File: src/rtl/stack_pointer_unit_pkg.sv
// Shared constants for the stack pointer unit: stack operation codes and default geometry.
package stack_pointer_unit_pkg;

  // sigNewSP encodings driven by the control unit during MEM; 2'b11 is reserved and holds.
  localparam logic [1:0] stackPointerDef  = 2'b00;
  localparam logic [1:0] stackPointerPush = 2'b01;
  localparam logic [1:0] stackPointerPop  = 2'b10;

  localparam int unsigned StackAddrWDefault = 16;
  localparam logic [15:0] StackBaseDefault  = 16'hFF00;
  localparam int unsigned StackDepthDefault = 64;

endpackage

File: src/rtl/sp_updown_counter.sv
// Saturating up/down counter with hold and registered min/max detect derived from next count.
module sp_updown_counter #(
  parameter int unsigned Width  = 3,
  parameter int unsigned MaxVal = 4
) (
  input  logic             clk_i,
  input  logic             rst_i,
  input  logic             inc_i,
  input  logic             dec_i,
  output logic [Width-1:0] count_o,
  output logic [Width-1:0] count_next_o,
  output logic             at_min_o,
  output logic             at_max_o
);

  localparam logic [Width-1:0] MaxCnt = Width'(MaxVal);

  logic [Width-1:0] count_q, count_d;
  logic             at_min_q, at_max_q;

  always_comb begin
    count_d = count_q;
    if (inc_i && !dec_i && (count_q != MaxCnt)) begin
      count_d = count_q + Width'(1);
    end else if (dec_i && !inc_i && (count_q != '0)) begin
      count_d = count_q - Width'(1);
    end
  end

  always_ff @(posedge clk_i) begin
    if (rst_i) begin
      count_q  <= '0;
      at_min_q <= 1'b1;
      at_max_q <= 1'b0;
    end else begin
      count_q  <= count_d;
      at_min_q <= (count_d == '0);
      at_max_q <= (count_d == MaxCnt);
    end
  end

  assign count_o      = count_q;
  assign count_next_o = count_d;
  assign at_min_o     = at_min_q;
  assign at_max_o     = at_max_q;

endmodule

File: src/rtl/stack_pointer_unit.sv
// Stack pointer for the multi-cycle core: upward-growing stack, saturating, sticky error bits.
// Optional depth watermark enabled by defining STACK_WATERMARK_EN.
module stack_pointer_unit
  import stack_pointer_unit_pkg::*;
#(
  parameter int unsigned          ADDR_W     = StackAddrWDefault,
  parameter logic [ADDR_W-1:0]    STACK_BASE = ADDR_W'(StackBaseDefault),
  parameter int unsigned          DEPTH      = StackDepthDefault,
  localparam int unsigned         DepthW     = $clog2(DEPTH + 1)
) (
  input  logic              clock,
  input  logic              reset,
  input  logic              enMem,
  input  logic [1:0]        sigNewSP,
  output logic [ADDR_W-1:0] stackAddr,
  output logic [ADDR_W-1:0] stackPointer,
  output logic [DepthW-1:0] stackDepth,
  output logic              fullFlag,
  output logic              emptyFlag,
  output logic              overflowErr,
  output logic              underflowErr,
  output logic [DepthW-1:0] highWater
);

  logic              push_req, pop_req;
  logic              inc, dec;
  logic [DepthW-1:0] depth_next;
  logic [ADDR_W-1:0] sp_q, sp_d;
  logic              ovf_q, unf_q;

  assign push_req = enMem && (sigNewSP == stackPointerPush);
  assign pop_req  = enMem && (sigNewSP == stackPointerPop);
  assign inc      = push_req && !fullFlag;
  assign dec      = pop_req && !emptyFlag;

  sp_updown_counter #(
    .Width  (DepthW),
    .MaxVal (DEPTH)
  ) u_depth (
    .clk_i        (clock),
    .rst_i        (reset),
    .inc_i        (inc),
    .dec_i        (dec),
    .count_o      (stackDepth),
    .count_next_o (depth_next),
    .at_min_o     (emptyFlag),
    .at_max_o     (fullFlag)
  );

  // SP tracks STACK_BASE + depth in lockstep using the same gated inc/dec.
  always_comb begin
    sp_d = sp_q;
    if (inc) begin
      sp_d = sp_q + ADDR_W'(1);
    end else if (dec) begin
      sp_d = sp_q - ADDR_W'(1);
    end
  end

  always_ff @(posedge clock) begin
    if (reset) begin
      sp_q  <= STACK_BASE;
      ovf_q <= 1'b0;
      unf_q <= 1'b0;
    end else begin
      sp_q  <= sp_d;
      ovf_q <= ovf_q | (push_req && fullFlag);
      unf_q <= unf_q | (pop_req && emptyFlag);
    end
  end

  always_comb begin
    stackAddr = sp_q;
    if (pop_req) begin
      stackAddr = emptyFlag ? STACK_BASE : (sp_q - ADDR_W'(1));
    end
  end

  assign stackPointer = sp_q;
  assign overflowErr  = ovf_q;
  assign underflowErr = unf_q;

`ifdef STACK_WATERMARK_EN
  logic [DepthW-1:0] hw_q;

  always_ff @(posedge clock) begin
    if (reset) begin
      hw_q <= '0;
    end else if (depth_next > hw_q) begin
      hw_q <= depth_next;
    end
  end

  assign highWater = hw_q;
`else
  logic unused_depth_next;
  assign unused_depth_next = ^depth_next;
  assign highWater         = '0;
`endif

endmodule

File: config.mk
export PLATFORM = sky130hd
export DESIGN_NAME = stack_pointer_unit
export DESIGN_NICKNAME = d
export VERILOG_FILES = /design/src/rtl/stack_pointer_unit_pkg.sv /design/src/rtl/sp_updown_counter.sv /design/src/rtl/stack_pointer_unit.sv
export SDC_FILE = /design/constraint.sdc
export NUM_CORES = 1
export LEC_CHECK = 0
export BUFFER_PORTS_ARGS = -buffer_cell sky130_fd_sc_hd__buf_4
export CELL_PAD_IN_SITES_DETAIL_PLACEMENT = 2
export CELL_PAD_IN_SITES_GLOBAL_PLACEMENT = 2
export CORE_MARGIN = 4
export CORE_UTILIZATION = 34
export DETAILED_ROUTE_END_ITERATION = 10
export GPL_TIMING_DRIVEN = 0
export PLACE_DENSITY_LB_ADDON = 0.1
export RECOVER_POWER = 50
export SETUP_SLACK_MARGIN = 0.05
export SLEW_MARGIN = 0
export SYNTH_ARGS = -nofsm -noshare
export SYNTH_HDL_FRONTEND = slang
export SYNTH_HIERARCHICAL = 1
export SYNTH_SLANG_ARGS = --single-unit
File: constraint.sdc
create_clock -name clock -period 4.35 [get_ports clock]
set_clock_uncertainty 0.05 [all_clocks]
set_input_delay 0.87 -clock clock [delete_from_list [all_inputs] [get_ports clock]]
set_output_delay 0.87 -clock clock [all_outputs]
set_load 0.01 [all_outputs]
# After elaboration in Yosys (flattened, before gate mapping)

Cells that the tools add are included.

Register bits: 27
Input bits: 5
Output and inout bits: 50
Word-level logic and storage cells: 39

$add $sub $neg: 4
Eq/ne operators: 4
Multiplexer cells: 6
Bitwise gates (word level): 2
Reductions and logical operators: 17

Operator list:

| cell                    | number |
|---|---|
| $mux W16                | 4 |
| $add A16 B1 Y16 const B | 1 |
| $sub A16 B1 Y16 const B | 1 |
| $mux W7                 | 2 |
| $logic_and A1 B1 Y1     | 10 |
| $add A7 B1 Y7 const B   | 1 |
| $eq A7 B7 Y1 const B    | 1 |
| $logic_not A7 Y1        | 1 |
| $ne A7 B7 Y1 const B    | 1 |
| $reduce_bool A7 Y1      | 1 |
| $sub A7 B1 Y7 const B   | 1 |
| $logic_not A1 Y1        | 4 |
| $eq A2 B1 Y1 const B    | 1 |
| $eq A2 B2 Y1 const B    | 1 |
| $or A1 B1 Y1            | 2 |
| $reduce_bool A2 Y1      | 1 |

# Longest topological paths before layout

Gate-level depths: netlist (run 1).

Depth in word-level cells: 9
Mapped depth: 9
Gate-level depth less buffers: 7

# By module

The synthesis (run 1) kept the hierarchy.

By module, submodules not included:

| module             | times used | cells each | area each (um^2) | seq. area each (um^2) |
|---|---|---|---|---|
| stack_pointer_unit | 1          | 226        | 1685.4           | 360.3 |
| sp_updown_counter  | 1          | 83         | 768.2            | 180.2 |

# Worst setup path after synthesis (run 1)

OpenSTA, ideal clock, no wires.

Path kind: input-to-reg
From: input port sigNewSP[0]
To: register u_depth.at_min_q (netlist: u_depth/at_min_o)
Setup time: 0.101 ns
Arrival: 2.717 ns
Data required time: 4.199 ns
Setup slack: 1.482 ns
Cell stages on the path: 9
Path through: nand4bb_2 > inv_1 > buf_2 > buf_2 > nand3b_1 > o21a_1 > nor3_2 > a211oi_2 > o41ai_1

Elaborated cells on any way between the ends: 15
Those cells by class: eq/ne: 2; mux: 2; reduce/logical: 11

RTL lines:

| element                                                        | line                                             | text |
|---|---|---|
| start, declared                                                | stack_pointer_unit.sv:14                         | `input logic [1:0] sigNewSP,` |
| $eq A2 B2 Y1 (*)                                               | stack_pointer_unit.sv:32                         | `assign pop_req = enMem && (sigNewSP == stackPointerPop);` |
| $logic_and A1 B1 Y1 (*)                                        | stack_pointer_unit.sv:32                         |  |
| $logic_and A1 B1 Y1 (*)                                        | stack_pointer_unit.sv:34                         | `assign dec = pop_req && !emptyFlag;` |
| via dec                                                        | stack_pointer_unit.sv:26                         | `logic inc, dec;` |
| $logic_and A1 B1 Y1 / $logic_not A1 Y1 (equally long branches) | sp_updown_counter.sv:25, sp_updown_counter.sv:23 |  |
| $logic_and A1 B1 Y1, on equally long branches                  | sp_updown_counter.sv:25, sp_updown_counter.sv:23 |  |
| $mux W7 / $logic_and A1 B1 Y1 (equally long branches)          | sp_updown_counter.sv:25, sp_updown_counter.sv:23 |  |
| $mux W7 (*)                                                    | sp_updown_counter.sv:23                          | `if (inc_i && !dec_i && (count_q != MaxCnt)) begin` |
| $logic_not A7 Y1 (*)                                           | sp_updown_counter.sv:37                          | `at_min_q <= (count_d == '0);` |
| end signal, assigned                                           | sp_updown_counter.sv:37                          |  |
| end, declared                                                  | sp_updown_counter.sv:19                          | `logic at_min_q, at_max_q;` |

Mark *: on every way through the listed nets, which the timed path passes. The rest lies on a longest branch.
A chain may end at the register's enable or synchronous reset.

# Worst setup path after layout (run 1)

From: input port sigNewSP[0]
To: output port stackAddr[9]

Longest elaborated chain between the ends: 3

RTL lines:

| element             | line                     | text |
|---|---|---|
| $eq A2 B2 Y1        | stack_pointer_unit.sv:32 |  |
| $logic_and A1 B1 Y1 | stack_pointer_unit.sv:32 |  |
| $mux W16            | stack_pointer_unit.sv:74 | `if (pop_req) begin` |
| end, declared       | stack_pointer_unit.sv:15 | `output logic [ADDR_W-1:0] stackAddr,` |

No other way between the ends.

==> out/results.ini, run 1 <==
[layout]
final-instance-count-excl-fill=457
multi_input_area_um2=1660
nets=372
final_common_cell=clkbuf_1
finalCoreUtilization_pct=41.4
final_cell_area_um2=2850
regArea_um2=541
layout_common_cells=clkbuf_1, nor2_1, dfxtp_1
antenna_cells=0
fill_cells=830
area_growth_pct=16.9
drive_above_1_share_pct=19.1

[global_routing]
gr-total-overflow=0
grt_pass1_vias=2821
grt_usage_pct=21.8
grt_max_degree=17
grt_pass1_wl_mm=15.0
antenna_found_initial=0

[pwr]
p_leak_nw=1.09
switching_share_pct=36.7
p_clk_share_pct=26.7
p_sw_uw=227
p_comb_share_pct=29.2
vdd_drop_max_v=0.000115
p_per_area_nw_per_um2=218
power.internal_uw=392
fin_total_pwr_uw=619
seq_power_share_pct=44.1

[worst_setup_path]
arrival_ns=2.67
r2r_end=u_depth/at_min_o$_SDFF_PP1_
crit_start=sigNewSP[0]
end_kind=output pin
setup.worst_path.end=stackAddr[9]
worstPathMaxFanout=6
cp.required_ns=3.43
timing.rr.start=u_depth/at_min_o$_SDFF_PP1_
reg2reg_depth=9
start_kind=input pin
critical_path_class=in -> out
r2r_setup_slack_ns=1.13

[floorplan]
dieWidth_um=92.6
start_util_pct=35.4
core-area_um2=6870
die_h_um=92.6
fp.dieArea_um2=8570
io_pins=55
rows=30

[clock_network]
hold_buffers=0
postCtsSetupBuffers=0
clkSlewWorstSetupHoldPaths_ns=0.11
cts_buffers=3
cts_tree=yes
htree_levels=1
cts_resized=0
cts_root_buf=clkbuf_8
clkSinkCount=27
clockBufferDepth=2
clk_latency_ns=0.29

[worst_hold_path]
worstHoldPathType=reg -> reg

[timing]
period_share_pct=82.6
slew_violations=0
setup_ws_ns=0.756
rsz0062_at_grt=false
timing.slew.headroom_pct=42.0
worstMarginPinSlew_ns=0.867
min_period_ns=3.59
fmax_ghz=0.278
setup_viol=0
fin_tns_setup_ns=0
hold-worst-slack_ns=0.437
final_hold_viol_count=0

[synthesis]
yosysWarnings=6
synth.avg_cell_area_um2=8.01
synthCells=304
syn_area_um2=2430

[routing]
drt_iter0_markers=104
postRouteAntennaNets=0
drc=0
dr.pass1.iters=4
post_drt_wl_per_cell_um=19.7
post_drt_via_cell_ratio=5.75
vias=2628
routed_wl_mm=9.00

[placed_design]
gp_congestion=0.840
place_ws_ns=0.633
io_buffers=47
dpl.cell_count=453
dp_hpwl_mm=6.80
placed_area_um2=2930

[status]
status=finished, final reports clean

[flow_run]
maxCapViolations=0

[state kept, by name, summed over array words and instances, names as in the netlist]
name and count:
u_depth/at_min_o 1, u_depth/at_max_o 1, overflowErr 1, u_depth/count_o 7
stackPointer 16, underflowErr 1
[metal layers]
| metal | vias up | global-route usage [%] | part of all wire [%] |
|---|---|---|---|
| met5 | - | 0 | 0 |
| li1 | 1239 | - | - |
| met3 | 14 | 2.27 | 3.1 |
| met4 | 0 | 6.31 | 1.9 |
| met2 | 54 | 40.2 | 52 |
| met1 | 1321 | 26.5 | 43 |
[final cells by class]
cell class,count,area share (%)
multi-input cells,240,58.4
flip-flops and latches,27,19.0
repair buffers,47,8.71
plain buffers,31,6.42
well taps,96,4.22
inverters,12,1.58
clock buffers,3,1.45
clock inverters,1,0.264
[critical path, stage by stage]
cell,delay (ns)
buf_4,0.13
nand4bb_1,0.47
nor3_1,0.80
a31oi_1,0.21
buf_4,0.19
[worst min-delay path by stage]
stage                            startpoint  depth (start not counted)                      end
global placement     overflowErr$_SDFF_PP0_                          2   overflowErr$_SDFF_PP0_
detailed placement   overflowErr$_SDFF_PP0_                          2   overflowErr$_SDFF_PP0_
floorplan           underflowErr$_SDFF_PP0_                          2  underflowErr$_SDFF_PP0_
CTS                  overflowErr$_SDFF_PP0_                          2   overflowErr$_SDFF_PP0_
finish               overflowErr$_SDFF_PP0_                          2   overflowErr$_SDFF_PP0_
global route         overflowErr$_SDFF_PP0_                          2   overflowErr$_SDFF_PP0_
[power groups by stage]
stage                     Clock, mW  Combinational [mW]  Sequential, mW
after global routing          0.178               0.199           0.276
after CTS                     0.171               0.192           0.274
final                         0.165               0.181           0.273
after global placement            0               0.186           0.279
after floorplan                   0               0.124           0.277
after detailed placement          0               0.191           0.279
Note: power is estimated with default switching activity, not from simulation.
==> run 2, diff against run 1 <==
--- a/config.mk
+++ b/config.mk
@@ -9,7 +9,7 @@
 export CELL_PAD_IN_SITES_DETAIL_PLACEMENT = 2
 export CELL_PAD_IN_SITES_GLOBAL_PLACEMENT = 2
 export CORE_MARGIN = 4
-export CORE_UTILIZATION = 34
+export CORE_UTILIZATION = 28
 export DETAILED_ROUTE_END_ITERATION = 10
 export GPL_TIMING_DRIVEN = 0
 export PLACE_DENSITY_LB_ADDON = 0.1
==> constraint.sdc (replaced) <==
create_clock -name clock -period 3 [get_ports clock]
set_clock_uncertainty 0.05 [all_clocks]
set_input_delay 0.6 -clock clock [delete_from_list [all_inputs] [get_ports clock]]
set_output_delay 0.6 -clock clock [all_outputs]
set_load 0.01 [all_outputs]
==> run 2 against run 1 <==
Hold slack better by 0.019 ns; register-to-register slack worse by 0.89 ns; die area is 19% higher; global-route usage is 3.6 points lower; setup slack worse by 0.65 ns; largest cell class unchanged; critical path type is now reg -> out; wire length is 4.2% higher; utilization is 5.1 points lower.
==> out/results.ini, run 2 (synthesized netlist as in run 1, its figures left out) <==
[clock_network]
htree_levels=1  ; unchanged
cts_buffers=3  ; unchanged
clockBufferDepth=2  ; unchanged
cts_root_buf=clkbuf_8
clkSlewWorstSetupHoldPaths_ns=0.11  ; about the same
clk_latency_ns=0.29  ; about the same
clkSinkCount=27  ; unchanged
cts_tree=yes

[layout]
regArea_um2=541  ; unchanged
fill_cells=1025  ; +23%
layout_common_cells=buf_4, clkbuf_1, nor2_1
area_growth_pct=24.4
finalCoreUtilization_pct=36.3  ; -5.1 points
largest_reg_flops=16  ; unchanged
final_common_cell=buf_4
drive_above_1_share_pct=25.7  ; +6.6 points
nets=380  ; +2.2%
multi_input_area_um2=1750  ; +5.5%
antenna_cells=0  ; unchanged

[global_routing]
grt_pass1_wl_mm=14.9  ; -0.79%
grt_usage_pct=18.2  ; -3.6 points
gr-total-overflow=0  ; unchanged
grt_pass1_vias=2788  ; -1.2%
grt_max_degree=18  ; +1
antenna_found_initial=0  ; unchanged

[placed_design]
gp_congestion=0.774  ; -7.9%
place_ws_ns=-0.466  ; -1.10 ns
io_buffers=47  ; unchanged
dp_hpwl_mm=7.05  ; +3.6%

[routing]
routed_wl_mm=9.37  ; +4.2%
vias=2616  ; -0.46%
postRouteAntennaNets=0  ; unchanged
dr.pass1.iters=4  ; unchanged
drc=0  ; unchanged
post_drt_via_cell_ratio=5.52  ; -4.0%
drt_iter0_markers=63  ; -39%
post_drt_wl_per_cell_um=19.8  ; +0.47%

[worst_setup_path]
slowest_delay_ns=0.43  ; -0.37 ns
end_kind=output pin
critical_path.most_common_cell=buf_4
arrival_ns=2.24  ; -0.43 ns
start_kind=flip-flop
cp.required_ns=2.35  ; -1.08 ns
reg2reg_depth=9  ; unchanged
critical_path_class=reg -> out
crit_slowest_cell=nor4_4
worstPathCellList=buf_4, or3_4, nor4_4, buf_4, o21ai_0, o21ai_1, buf_4
worstPathMaxFanout=10  ; +4

[pwr]
vdd_drop_max_v=0.000174  ; +51%
p_leak_nw=1.17  ; +6.5%
switching_share_pct=36.6  ; -0.051 points
seq_power_share_pct=42.5  ; -1.6 points
p_clk_share_pct=25.8  ; -0.9 points
p_sw_uw=338  ; +49%
p_per_area_nw_per_um2=305  ; +40%
p_comb_share_pct=31.7  ; +2.5 points
power.internal_uw=585  ; +49%

[status]
status=finished, final reports clean

[timing]
rsz0062_at_grt=true
fmax_ghz=0.346
slew_violations=0  ; unchanged
setup_ws_ns=0.110  ; -0.645 ns
min_period_ns=2.89
setup_viol=0  ; unchanged
worstMarginPinSlew_ns=0.684  ; -0.182 ns
timing.slew.headroom_pct=54.4  ; +12 points
period_share_pct=96.3
final_hold_viol_count=0  ; unchanged
fin_tns_setup_ns=0  ; unchanged

[floorplan]
rows=33  ; +10%
start_util_pct=29.2  ; -6.3 points
io_pins=55  ; unchanged
fp.dieArea_um2=10200  ; +19%
core-area_um2=8340  ; +21%
dieWidth_um=101  ; +9.3%
die_h_um=101  ; +9.3%

[worst_hold_path]
hold_depth=2  ; unchanged
worstHoldPathType=reg -> reg

[flow_run]
maxCapViolations=0  ; unchanged

## run 2: cell count changes in the layout (fill, tap and decap cells not counted), moves of 2 or more
| cell | change |
|---|---|
| inv_2 | +3 |
| nor3_4 | +2 |
| buf_2 | -3 |
| buf_4 | +13 |
| clkbuf_1 | -3 |
| inv_1 | -3 |
| nor3_2 | +3 |
| nor3_1 | -5 |
## run 2: per-layer routing
metal / routed length [um] / part of all wire, % / vias to the layer above / GRT usage (%)
met5: 0 / 0 / - / 0
li1: - / - / 1257 / -
met2: 4490 / 48 / 45 / 31.3
met4: 36 / 0.38 / 0 / 3.27
met1: 4550 / 49 / 1312 / 24.9
met3: 291 / 3.1 / 2 / 1.79
## run 2: critical path, delay by kind of cell (launching register included)
family | cells | cell delay, ns
AO/OA/AOI/OAI | 2 | 0.24
AND/OR/NAND/NOR | 2 | 0.83
buffers and inverters | 3 | 0.51
flip-flops | 1 | 0.36
## run 2: power by group through the flow
| stage | Sequential [mW] | Clock [mW] | Combinational (mW) |
|---|---|---|---|
| floorplan | 0.402 | 0 | 0.180 |
| global placement | 0.404 | 0 | 0.274 |
| detailed placement | 0.404 | 0 | 0.281 |
| CTS | 0.396 | 0.256 | 0.291 |
| global route | 0.395 | 0.266 | 0.322 |
| finish | 0.392 | 0.239 | 0.293 |
## run 2: final timing paths
kind | startpoint | to | slack [ns]
max reg2reg | u_depth/at_min_o$_SDFF_PP1_ | u_depth/at_max_o$_SDFF_PP0_ | 0.24
max | stackPointer[2]$_SDFFE_PP0P_ | stackAddr[11] | 0.11
min | overflowErr$_SDFF_PP0_ | overflowErr$_SDFF_PP0_ | 0.46
min reg2reg | overflowErr$_SDFF_PP0_ | overflowErr$_SDFF_PP0_ | 0.46
## run 2: area by class of cell
class | count | share of cell area [%]
Clock inverter | 1 | 0.289
Timing Repair Buffer | 55 | 10.5
Multi-Input combinational cell | 240 | 57.9
Inverter | 12 | 1.49
Clock buffer | 3 | 1.36
Tap cell | 105 | 4.34
Buffer | 31 | 6.28
Sequential cell | 27 | 17.9
## run 2: timing repair
action                     4_1_cts  5_1_grt
setup buffers                    0        8
gates cloned                     0        0
hold buffers                     0        0
pin swaps                        2        8
gates resized for setup         12       12
setup endpoints to repair        9       10
## run 2: through the flow
| stage | power, mW | instance area (um2) | std cells | hold WS [ns] |
|---|---|---|---|---|
| global placement | 0.678 | 2940 | 462 | 0.420 |
| floorplan | 0.582 | 2460 | 310 | 0.455 |
| CTS | 0.943 | 3040 | 466 | 0.457 |
| detailed placement | 0.685 | 2940 | 462 | 0.425 |
| global route | 0.983 | 3030 | 474 | 0.477 |
| finish | 0.923 | 3030 | 474 | 0.456 |
